--- config.mk ---
export PLATFORM = sky130hd
export DESIGN_NAME = score_window_loader
export DESIGN_NICKNAME = d
export VERILOG_FILES = /design/src/rtl/score_window_loader.sv
export SDC_FILE = /design/constraint.sdc
export NUM_CORES = 1
export LEC_CHECK = 0
export ABC_AREA = 1
export ABC_CLOCK_PERIOD_IN_PS = 7900
export CORE_ASPECT_RATIO = 1.4
export CORE_UTILIZATION = 58
export CTS_CLUSTER_SIZE = 40
export DETAILED_ROUTE_END_ITERATION = 6
export GPL_TIMING_DRIVEN = 0
export HOLD_SLACK_MARGIN = 0.05
export PLACE_DENSITY = 0.86
export REMOVE_ABC_BUFFERS = 1
export SLEW_MARGIN = 10
export SYNTH_ARGS = -nofsm -noshare
export SYNTH_HDL_FRONTEND = slang
export SYNTH_SLANG_ARGS = --single-unit
--- constraint.sdc ---
create_clock -name clk -period 7.9 [get_ports clk]
set_input_delay 1.58 -clock clk [delete_from_list [all_inputs] [get_ports clk]]
set_output_delay 1.58 -clock clk [all_outputs]
set_load 0.005 [all_outputs]
--- src/rtl/score_window_loader.sv ---
// Plays a note stream from a synchronous score ROM into a shift window of
// upcoming notes, one note per tempo beat, with start/pause/loop control.
module score_window_loader #(
   parameter int                NOTE_W   = 4,
   parameter int                WINDOW   = 16,
   parameter int                ADDR_W   = 8,
   parameter int                DONE_TAP = 7,
   parameter logic [NOTE_W-1:0] REST     = '0,
   parameter logic [NOTE_W-1:0] END      = '1
) (
   input  logic                       clk,
   input  logic                       reset,
   input  logic                       start,
   input  logic [1:0]                 song_id,
   input  logic [25:0]                beat_period,
   input  logic                       pause,
   input  logic                       loop_en,
   output logic [1:0]                 rom_song,
   output logic [ADDR_W-1:0]          rom_addr,
   input  logic [NOTE_W-1:0]          rom_data,
   output logic [WINDOW*NOTE_W-1:0]   next_notes_out,
   output logic                       beat,
   output logic                       busy,
   output logic                       song_done,
   output logic [7:0]                 loop_count
);

   typedef enum logic [1:0] {IDLE, PLAY, DRAIN} state_t;

   state_t            state;
   logic [25:0]       period;
   logic [25:0]       cnt;
   logic              wrap_end;
   logic              fetch_end;
   logic              tick;
   logic [NOTE_W-1:0] win    [WINDOW];
   logic [NOTE_W-1:0] win_sh [WINDOW];

   function automatic logic [7:0] sat_inc8(input logic [7:0] v);
      return (v == 8'hFF) ? v : v + 8'd1;
   endfunction

   function automatic logic [25:0] clamp_period(input logic [25:0] p);
      return (p < 26'd2) ? 26'd2 : p;
   endfunction

   // A wrapped address counts as END even though the ROM word itself is not.
   assign fetch_end = wrap_end || (rom_data == END);
   assign tick      = (state != IDLE) && !pause && (cnt == period - 26'd1);

   always_comb begin
      for (int i = 0; i < WINDOW-1; i++)
         win_sh[i] = win[i+1];
      if (state == PLAY && !fetch_end)
         win_sh[WINDOW-1] = rom_data;
      else if (state == PLAY && !loop_en)
         win_sh[WINDOW-1] = END;
      else
         win_sh[WINDOW-1] = REST;
   end

   for (genvar g = 0; g < WINDOW; g++) begin : g_pack
      assign next_notes_out[g*NOTE_W +: NOTE_W] = win[g];
   end

   always_ff @(posedge clk or posedge reset) begin
      if (reset) begin
         state      <= IDLE;
         for (int i = 0; i < WINDOW; i++)
            win[i] <= REST;
         rom_addr   <= '0;
         rom_song   <= '0;
         period     <= 26'd2;
         cnt        <= '0;
         wrap_end   <= 1'b0;
         beat       <= 1'b0;
         busy       <= 1'b0;
         song_done  <= 1'b0;
         loop_count <= '0;
      end else begin
         beat <= 1'b0;
         if (start) begin
            // Start overrides any beat due on the same edge.
            rom_song   <= song_id;
            period     <= clamp_period(beat_period);
            for (int i = 0; i < WINDOW; i++)
               win[i] <= REST;
            rom_addr   <= '0;
            cnt        <= '0;
            wrap_end   <= 1'b0;
            song_done  <= 1'b0;
            loop_count <= '0;
            state      <= PLAY;
            busy       <= 1'b1;
         end else if (tick) begin
            cnt  <= '0;
            beat <= 1'b1;
            for (int i = 0; i < WINDOW; i++)
               win[i] <= win_sh[i];
            if (win_sh[DONE_TAP] == END)
               song_done <= 1'b1;
            case (state)
               PLAY: begin
                  if (!fetch_end) begin
                     rom_addr <= rom_addr + ADDR_W'(1);
                     wrap_end <= &rom_addr;
                  end else if (loop_en) begin
                     rom_addr   <= '0;
                     wrap_end   <= 1'b0;
                     loop_count <= sat_inc8(loop_count);
                  end else begin
                     state <= DRAIN;
                  end
               end
               DRAIN: begin
                  if (win[0] == END) begin
                     state <= IDLE;
                     busy  <= 1'b0;
                  end
               end
               default: ;
            endcase
         end else if (state != IDLE && !pause) begin
            cnt <= cnt + 26'd1;
         end
      end
   end

endmodule
==> impl_metrics.json <==
{
  "grt_pass1_wl_mm": 29.9,
  "grt_antenna_before_repair": 0,
  "die-height_um": 135,
  "start_kind": "input port",
  "track_usage_pct": 28.8,
  "setup_viol": 0,
  "utilization_pct": 74.3,
  "hold_class": "register to register",
  "wirelength_mm": 18.1,
  "numPortBuffers": 121,
  "final.period_utilization_pct": 53.9,
  "cp_common_cell": "nand2_1",
  "layout_common_cells": "403 x nand2_1, 139 x dfrtp_1, 120 x clkdlybuf4s50_1",
  "grt_pass1_vias": 6454,
  "end_kind": "register",
  "p_per_area_nw_per_um2": 188,
  "numCtsBuffers": 17,
  "finalHoldViolCount": 0,
  "crit_chain": "clkdlybuf4s50_1, o21bai_1, nor3_1, nand2_1, nor2_1, nand2_1, nor2_1, nand2_1, nor2_1, nand2_1, nand2_2, buf_12, inv_2, nand2_1, nand2_1",
  "dieArea_um2": 13000,
  "io_pins": 122,
  "wl_per_cell_um": 14.4,
  "worst-slew-pin-transition_ps": 1040,
  "worstPathRequired_ps": 8250,
  "max_freq_ghz": 0.235,
  "status": "complete, no violations",
  "layout-drive-gt1-share_pct": 4.81,
  "cap_violations": 0,
  "arrival_ps": 4610,
  "n_antenna_cell": 0,
  "cp_max_fo": 58,
  "slew_viol_final": 0,
  "cts.htree.levels": 4,
  "syn-cell-area_um2": 7290,
  "yosysSeqAreaShare_pct": 48.1,
  "path_delay_family": "buffers and inverters",
  "slew_headroom_pct": 30.1,
  "place_congestion": 0.922,
  "clock_latency_ps": 420,
  "layout.nets": 1131,
  "cts_tree": "done",
  "fin_crit_ps": 4260,
  "drtIter0Drc": 274,
  "timing.setup.tns_ps": 0,
  "worst_path_max_delay_cell": "inv_2",
  "area_delta_synth_final_pct": 25.6,
  "clockRootBuffer": "clkbuf_16",
  "vias": 6556,
  "path_buf_inv": 3,
  "overflow": 0,
  "fin_worst_skew_ps": 14.5,
  "ctsHoldBuffers": 0,
  "drc_errors": 0,
  "grt_max_degree": 79,
  "ys_warn_count": 0,
  "cts_resized": 0,
  "peakVddDrop_mv": 0.164,
  "yosysUniqueCellTypes": 35,
  "path_clk_slew_ps": 70,
  "rsz0062_at_grt": "no",
  "mostFrequentLayoutCell": "nand2_1",
  "leakage_uw": 0.00439,
  "rows": 48,
  "clockBufferDepth": 2,
  "synthCells": 976,
  "dr.pass1.iters": 5,
  "clock-sinks": 140,
  "antenna_left": 0,
  "cts_setup_buffers": 0,
  "start_util_pct": 59.2,
  "max_stage_delay_ps": 700,
  "syn_area_per_cell_um2": 7.46,
  "core_area_um2": 12300,
  "ys_seq_elements": 140,
  "via_per_inst": 5.23,
  "critPathKind": "input port to register",
  "hpwl_mm": 12.7,
  "dieWidth_um": 96.7
}
[cells by family after synthesis]
| kind of cell | count (synthesis) | synth area share (%) |
|---|---|---|
| fa+ha+maj | 4 | 0.687 |
| buf+inv | 102 | 6.27 |
| flops | 140 | 48.1 |
| xor+xnor | 44 | 5.67 |
| compound gates | 43 | 3.11 |
| simple gates | 643 | 36.2 |
[cells in the mapped netlist (all sizes together)]
| master | instances | area, µm² |
|---|---|---|
| xnor2 | 12 | 105 |
| a21o | 1 | 7.51 |
| o31ai | 1 | 7.51 |
| ha | 4 | 50.1 |
| dfstp | 1 | 26.3 |
| nand2 | 405 | 1520 |
| o21bai | 1 | 7.51 |
| o22ai | 2 | 12.5 |
| dfrtp | 139 | 3480 |
| nor3 | 22 | 110 |
| or2 | 2 | 12.5 |
| clkbuf | 9 | 33.8 |
| and2 | 1 | 6.26 |
| nand3 | 60 | 300 |
| nand3b | 3 | 22.5 |
| a31oi | 1 | 6.26 |
| nand4 | 17 | 106 |
| nor4 | 8 | 50.1 |
| inv | 71 | 267 |
| buf | 21 | 153 |
| clkinv | 1 | 3.75 |
| xor2 | 30 | 263 |
| nor2 | 123 | 489 |
| a21oi | 10 | 50.1 |
| xnor3 | 2 | 45.0 |
| nor3b | 2 | 15.0 |
| o21ai | 27 | 135 |
[per-layer routing]
metal	routed length [µm]	vias up	GRT usage (%)
li1	-	3287	-
met1	7260	3042	33.9
met2	9180	200	50.4
met4	409	0	10.4
met3	1240	27	8.18
met5	0	-	0
[through the flow]
stage / setup WS (ps) / power, µW / area [µm²] / instances / hold slack (ps)
after floorplan: 2570 / 894 / 7100 / 946 / 464
after global placement: 269 / 966 / 8500 / 1217 / 454
after detailed placement: 3230 / 976 / 8590 / 1221 / 465
after CTS: 3690 / 1730 / 9150 / 1253 / 481
after global routing: 3410 / 1790 / 9150 / 1253 / 494
final: 3640 / 1720 / 9150 / 1253 / 479
[sequential cells by signal, indices dropped and copies added, names as in the netlist]
signal,flops
beat,1
period,26
rom_addr,8
wrap_end,1
rom_song,2
state,2
loop_count,8
song_done,1
cnt,26
next_notes_out,64
busy,1
[worst paths after layout]
check,startpoint,to,slack [ps],cells past startpoint
max,pause,next_notes_out[7],3640,15
min,song_done,song_done,480,2
max reg2reg,period[0],next_notes_out[7],4290,17
min reg2reg,song_done,song_done,480,2
max in group asynchronous,reset,next_notes_out[6],5490,3
min in group asynchronous,reset,rom_song[0],1680,2
[worst reg2reg max path, stage by stage (launching register included)]
cell,delay (ps)
dfrtp_1,400
inv_1,140
ha_1,210
nand2_1,160
nor2_4,310
nand3_1,130
nand2_1,80
nand3_1,160
nand2_1,120
nor2_1,50
nand2_1,90
nor2_1,60
nand2_1,160
nand2_2,220
buf_12,280
inv_2,710
nand2_1,170
nand2_1,100
[power by group]
group	switching, µW	total (µW)	internal, µW
Clock	338	752	413
Combinational	116	193	77.1
Sequential	30.2	771	741
[layout make-up]
class | instances | area [µm²]
flip-flops and latches | 140 | 3500
multi-input cells | 734 | 3330
fillers | 949 | 3160
repair buffers | 125 | 1290
clock buffers | 17 | 425
inverters | 72 | 275
well taps | 150 | 188
clock inverters | 15 | 129
(Power assumes the default switching activity.)
